==> src/rtl/rv32_pkg.sv <==
// Shared constants, fault codes and FSM state for the RV32 load/store unit.
// Also holds the request legality check used at issue time.
package rv32_pkg;

  localparam logic [2:0] F3_B  = 3'b000;
  localparam logic [2:0] F3_H  = 3'b001;
  localparam logic [2:0] F3_W  = 3'b010;
  localparam logic [2:0] F3_BU = 3'b100;
  localparam logic [2:0] F3_HU = 3'b101;

  localparam logic [1:0] FLT_NONE  = 2'b00;
  localparam logic [1:0] FLT_MISAL = 2'b01;
  localparam logic [1:0] FLT_BUS   = 2'b10;
  localparam logic [1:0] FLT_ILL   = 2'b11;

  typedef enum logic [1:0] {
    ST_IDLE,
    ST_ACCESS,
    ST_RESP
  } lsu_state_e;

  // Illegal encodings take precedence over alignment.
  function automatic logic [1:0] req_check(
    input logic       wr,
    input logic [2:0] f3,
    input logic [1:0] a
  );
    logic ill;
    logic mis;
    if (wr) ill = (f3 >= 3'b011);
    else    ill = (f3 == 3'b011) || (f3 >= 3'b110);
    mis = ((f3[1:0] == 2'b01) && a[0]) ||
          ((f3[1:0] == 2'b10) && (a != 2'b00));
    if (ill)      return FLT_ILL;
    else if (mis) return FLT_MISAL;
    else          return FLT_NONE;
  endfunction

endpackage

==> src/rtl/rv32_lsu_align.sv <==
// Load lane extraction/extension and store lane
// enables/replication for the RV32 LSU.
module rv32_lsu_align
  import rv32_pkg::*;
(
  input  logic [2:0]  funct3_i,
  input  logic [1:0]  lane_i,
  input  logic [31:0] wdata_i,
  input  logic [31:0] rdata_i,
  output logic [31:0] ldata_o,
  output logic [3:0]  byteen_o,
  output logic [31:0] wrep_o
);

  logic [31:0] sh;
  logic [7:0]  b;
  logic [15:0] h;
  logic        sx;

  always_comb begin
    sh = rdata_i >> {lane_i, 3'b000};
    b  = sh[7:0];
    h  = lane_i[1] ? rdata_i[31:16]
                   : rdata_i[15:0];
    sx = ~funct3_i[2];
    ldata_o  = rdata_i;
    byteen_o = 4'hF;
    wrep_o   = wdata_i;
    unique case (funct3_i[1:0])
      2'b00: begin
        ldata_o  = {{24{sx & b[7]}}, b};
        byteen_o = 4'b0001 << lane_i;
        wrep_o   = {4{wdata_i[7:0]}};
      end
      2'b01: begin
        ldata_o  = {{16{sx & h[15]}}, h};
        byteen_o = lane_i[1] ? 4'b1100
                             : 4'b0011;
        wrep_o   = {2{wdata_i[15:0]}};
      end
      default: ;
    endcase
  end

endmodule

==> src/rtl/rv32_lsu.sv <==
// RV32I load/store unit: single outstanding access,
// alignment/legality faults and a bus-ready timeout.
module rv32_lsu
  import rv32_pkg::*;
#(
  parameter int TIMEOUT = 16
) (
  input  logic        clk,
  input  logic        reset,
  input  logic        req_valid,
  input  logic        req_write,
  input  logic [2:0]  req_funct3,
  input  logic [31:0] req_addr,
  input  logic [31:0] req_wdata,
  output logic        stall,
  output logic        resp_valid,
  output logic [31:0] resp_rdata,
  output logic [1:0]  fault,
  output logic        mem_read,
  output logic        mem_write,
  output logic [31:0] mem_address,
  output logic [3:0]  mem_byteen,
  output logic [31:0] mem_wdata,
  input  logic [31:0] mem_rdata,
  input  logic        mem_ready
);

  localparam logic [7:0] CNT_LAST = 8'(TIMEOUT - 1);

  lsu_state_e  state_q, state_d;
  logic [7:0]  cnt_q, cnt_d;
  logic        write_q, write_d;
  logic [2:0]  f3_q, f3_d;
  logic [31:0] addr_q, addr_d;
  logic [31:0] wdata_q, wdata_d;
  logic [31:0] rdata_q, rdata_d;
  logic [1:0]  fault_q, fault_d;

  logic [1:0]  chk;
  logic [31:0] ldata;
  logic [3:0]  ben;
  logic [31:0] wrep;
  logic        idle;
  logic        acc;

  rv32_lsu_align u_align (
    .funct3_i (f3_q),
    .lane_i   (addr_q[1:0]),
    .wdata_i  (wdata_q),
    .rdata_i  (mem_rdata),
    .ldata_o  (ldata),
    .byteen_o (ben),
    .wrep_o   (wrep)
  );

  assign chk = req_check(req_write, req_funct3,
                         req_addr[1:0]);

  always_comb begin
    state_d = state_q;
    cnt_d   = cnt_q;
    write_d = write_q;
    f3_d    = f3_q;
    addr_d  = addr_q;
    wdata_d = wdata_q;
    rdata_d = rdata_q;
    fault_d = fault_q;
    unique case (state_q)
      ST_IDLE: begin
        if (req_valid) begin
          rdata_d = '0;
          fault_d = chk;
          if (chk != FLT_NONE) begin
            state_d = ST_RESP;
          end else begin
            state_d = ST_ACCESS;
            cnt_d   = '0;
            write_d = req_write;
            f3_d    = req_funct3;
            addr_d  = req_addr;
            wdata_d = req_wdata;
          end
        end
      end
      ST_ACCESS: begin
        cnt_d = cnt_q + 8'd1;
        // Ready on the final counted cycle still completes normally.
        if (mem_ready) begin
          state_d = ST_RESP;
          fault_d = FLT_NONE;
          rdata_d = write_q ? '0 : ldata;
        end else if (cnt_q == CNT_LAST) begin
          state_d = ST_RESP;
          fault_d = FLT_BUS;
          rdata_d = '0;
        end
      end
      ST_RESP: state_d = ST_IDLE;
      default: state_d = ST_IDLE;
    endcase
  end

  always_ff @(posedge clk or posedge reset) begin
    if (reset) begin
      state_q <= ST_IDLE;
      cnt_q   <= '0;
      write_q <= 1'b0;
      f3_q    <= '0;
      addr_q  <= '0;
      wdata_q <= '0;
      rdata_q <= '0;
      fault_q <= FLT_NONE;
    end else begin
      state_q <= state_d;
      cnt_q   <= cnt_d;
      write_q <= write_d;
      f3_q    <= f3_d;
      addr_q  <= addr_d;
      wdata_q <= wdata_d;
      rdata_q <= rdata_d;
      fault_q <= fault_d;
    end
  end

  assign idle = (state_q == ST_IDLE);
  assign acc  = (state_q == ST_ACCESS);

  assign stall = ~reset &
                 ((idle & req_valid) | acc);
  assign resp_valid = (state_q == ST_RESP);
  assign resp_rdata = resp_valid ? rdata_q : '0;
  assign fault      = resp_valid ? fault_q : FLT_NONE;

  assign mem_read    = acc & ~write_q;
  assign mem_write   = acc & write_q;
  assign mem_address = acc ? {addr_q[31:2], 2'b00}
                           : '0;
  assign mem_byteen  = !acc    ? 4'h0 :
                       write_q ? ben  : 4'hF;
  assign mem_wdata   = (acc & write_q) ? wrep : '0;

endmodule

==> config.mk <==
export PLATFORM = sky130hd
export DESIGN_NAME = rv32_lsu
export DESIGN_NICKNAME = d
export VERILOG_FILES = /design/src/rtl/rv32_pkg.sv /design/src/rtl/rv32_lsu_align.sv /design/src/rtl/rv32_lsu.sv
export SDC_FILE = /design/constraint.sdc
export NUM_CORES = 1
export LEC_CHECK = 0
export BUFFER_PORTS_ARGS = -buffer_cell sky130_fd_sc_hd__buf_2
export CAP_MARGIN = 20
export CORE_MARGIN = 3
export CORE_UTILIZATION = 52
export CTS_BUF_LIST = sky130_fd_sc_hd__clkbuf_8
export CTS_CLUSTER_DIAMETER = 80
export DETAILED_ROUTE_END_ITERATION = 10
export PLACE_DENSITY = 0.85
export RECOVER_POWER = 25
export SLEW_MARGIN = 10
export SYNTH_ARGS = -nofsm -noshare
export SYNTH_HDL_FRONTEND = slang
export SYNTH_SLANG_ARGS = --single-unit
==> constraint.sdc <==
create_clock -name clk -period 6 [get_ports clk]
set_input_delay 0.3 -clock clk [delete_from_list [all_inputs] [get_ports clk]]
set_output_delay 0.3 -clock clk [all_outputs]
set_load 0.005 [all_outputs]
==> impl_metrics.env <==
export IMPL_cts_path_max_buffers=2
export IMPL_ys_seq_area_share_pct=47.0
export IMPL_ios=210
export IMPL_die_area_sq_um=12800
export IMPL_routed_wl_mm=16.8
export IMPL_cp_common_cell="buf_2"
export IMPL_overflow=0
export IMPL_final_area_sq_um=7230
export IMPL_postPlaceCellArea_sq_um=7030
export IMPL_synthArstFlopShare_pct=100
export IMPL_hold_ws_ps=102
export IMPL_dp_hpwl_mm=11.7
export IMPL_rsz0062_at_grt="no"
export IMPL_first_pass_iters=7
export IMPL_num_vias=5682
export IMPL_cts_root_buffer="clkbuf_8"
export IMPL_die_w_um=113
export IMPL_finalNetCount=979
export IMPL_cts_max_level=3
export IMPL_grt_pass1_wl_mm=26.9
export IMPL_peakVddDrop_uv=165
export IMPL_io_buffers=207
export IMPL_violations="max-capacitance violations, max-slew violations"
export IMPL_hold_violations=0
export IMPL_synth_edf_count=0
export IMPL_num_rows=38
export IMPL_hp_class="input port to flop"
export IMPL_die_y_um=113
export IMPL_fmax_mhz=295
export IMPL_synthFlopType="dfrtp_1"
export IMPL_synth_area_sq_um=5960
export IMPL_syn_inst=698
export IMPL_yosysWarnings=0
export IMPL_cts_hold_buf=0
export IMPL_relSlewSlack_pct=-62.2
export IMPL_core_sq_um=11000
export IMPL_antenna_found_initial=1
export IMPL_grt_max_degree=75
export IMPL_outcome="finished, violations left"
export IMPL_endpoint_kind="primary output"
export IMPL_fill_cells=951
export IMPL_cp_max_fo=57
export IMPL_final_setup_viol_count=0
export IMPL_ys_ff_latch=112
export IMPL_slowest_stage="clkinvlp_2"
export IMPL_drive_above_1_share_pct=28.2
export IMPL_track_usage_pct=26.1
export IMPL_worstSetupPathType="input port to primary output"
export IMPL_drv_cap=1
export IMPL_start_kind="input port"
export IMPL_postCtsSetupRepairBufs=0
export IMPL_fin_skew_ps=12.7
export IMPL_tightest_slew_ps=2420
export IMPL_synth_avg_cell_area_sq_um=8.54
export IMPL_clock_latency_ps=370
export IMPL_synthToLayoutAreaGrowth_pct=21.2
export IMPL_required_ps=5700
export IMPL_ctsResizeCount=0
export IMPL_cts_made_buffers=9
export IMPL_leakagePower_nw=4.01
export IMPL_grt_pass1_vias=5255
export IMPL_slew_violations=58
export IMPL_drtAntennaViolNets=0
export IMPL_cts_tree="done"
export IMPL_initial_core_util_pct=54.1
export IMPL_worstPathArrival_ps=3090
export IMPL_path_buf_inv=3
export IMPL_drc_errors=0
export IMPL_timing_final_crit_share_pct=56.5
export IMPL_clk_pin_slew_worst_paths_ps=110
export IMPL_synth_distinct_cells=47
export IMPL_place_congestion=0.910
export IMPL_avgRoutedWirePerCell_um=16.5
export IMPL_via_per_inst=5.57
export IMPL_slowest_delay_ps=1790
export IMPL_drt_iter0_drc=696
export IMPL_tns_ps=0
export IMPL_p_per_area_nw_per_um2=335
export IMPL_fin_crit_ps=3390
export IMPL_path_cells="buf_2, clkinvlp_2, and2_1, buf_2"
export IMPL_cts_sinks=112
export IMPL_path_delay_family="buffers and inverters"
Yosys cell counts (2+ instances only):
cell type / number / area (sq um)
and3_1: 8 / 50.1
nor2_1: 32 / 120
and3b_1: 7 / 61.3
a21o_1: 7 / 52.6
mux2_2: 3 / 33.8
and2_1: 66 / 413
o21ai_0: 15 / 75.1
o21a_1: 2 / 15.0
nand3_1: 9 / 45.0
mux2i_1: 17 / 170
or4_1: 3 / 22.5
a222oi_1: 7 / 70.1
dfrtp_1: 112 / 2800
a22o_1: 9 / 78.8
inv_1: 4 / 15.0
o31ai_1: 3 / 22.5
nand2b_1: 21 / 131
a21oi_1: 27 / 135
or3_1: 5 / 31.3
nand2_1: 234 / 878
buf_4: 2 / 15.0
a32o_1: 17 / 170
clkbuf_1: 25 / 93.8
nand3b_1: 2 / 15.0
nor2b_1: 11 / 68.8
buf_2: 22 / 110
o2bb2ai_1: 8 / 70.1
worst reg2reg max path, delay by kind of cell (launching register included):
kind | cells | cell delay [ps]
flip-flops | 1 | 740
AO/OA/AOI/OAI | 1 | 140
AND/OR/NAND/NOR | 3 | 1420
logic make-up (layout without fill, tap and decap cells):
family | Yosys count | after routing | synth area share, %
AO/OA/AOI/OAI | 106 | 106 | 13.2
adder cells (fa/ha/maj) | 1 | 1 | 0.210
buffers and inverters | 54 | 234 | 3.99
flip-flops | 112 | 112 | 47.0
multiplexers | 21 | 21 | 3.80
other | 1 | 3 | 0.0629
AND/OR/NAND/NOR | 403 | 403 | 31.7
layout make-up:
cell class | instances | area (sq um) | share of cell area, %
antenna | 1 | 2.50 | 0.0346
clock buffer | 9 | 124 | 1.71
clock inverter | 7 | 76.3 | 1.06
inverter | 4 | 16.3 | 0.225
multi-input combinational | 533 | 2940 | 40.7
sequential | 112 | 2800 | 38.8
tap | 140 | 175 | 2.42
timing repair buffer | 214 | 1090 | 15.1
layer usage:
layer  up-vias  GRT usage, %  wire, um
met5         -             0         0
met4         0          8.97       388
met3        30          4.81      1600
met2       333          41.9      7880
met1      2642          35.8      6970
li1       2677             -         -
per-stage QoR:
step | util, % | instances | total power [W] | worst slack (ps)
3_3_place_gp | 63.7 | 1003 | 0.00193 | 3720
6_report | 65.5 | 1020 | 0.00242 | 2610
4_1_cts | 65.5 | 1019 | 0.00242 | 3210
3_5_place_dp | 63.7 | 1003 | 0.00195 | 3650
5_1_grt | 65.5 | 1020 | 0.00258 | 2060
2_1_floorplan | - | 699 | 0.00168 | 2720
power breakdown:
group          switching, W  leakage [nW]  internal (W)
combinational      0.000467          2.46      0.000328
sequential         0.000191          1.45      0.000960
clock              0.000277         0.102      0.000198
state kept, by name, summed over array words and instances, names as in the netlist:
| name | count |
|---|---|
| rdata_q | 32 |
| wdata_q | 32 |
| cnt_q | 8 |
| f3_q | 3 |
| addr_q | 32 |
| fault_q | 2 |
| state_q | 2 |
| write_q | 1 |
cells in the final DEF, fill, tap and decap left out, types with 10 or more instances in the layout:
cell      count
mux2i_1      17
and2_1       66
nor2b_1      10
nor2_1       32
a21oi_1      27
a32o_1       17
nand2b_1     21
nand2_1     234
buf_2       207
o21ai_0      15
dfrtp_1     111
worst paths after layout:
check,slack (ps),startpoint,endpoint,cells after the start
worst max register to register,3650,f3_q[0],rdata_q[10],4
worst min-delay path,100,req_addr[14],addr_q[14],3
worst min register to register,480,addr_q[20],addr_q[20],2
worst max-delay path,2610,reset,stall,4
max in group asynchronous,3790,reset,f3_q[1],3
min in group asynchronous,560,reset,addr_q[25],2
Power figures use the tool's default switching activity.
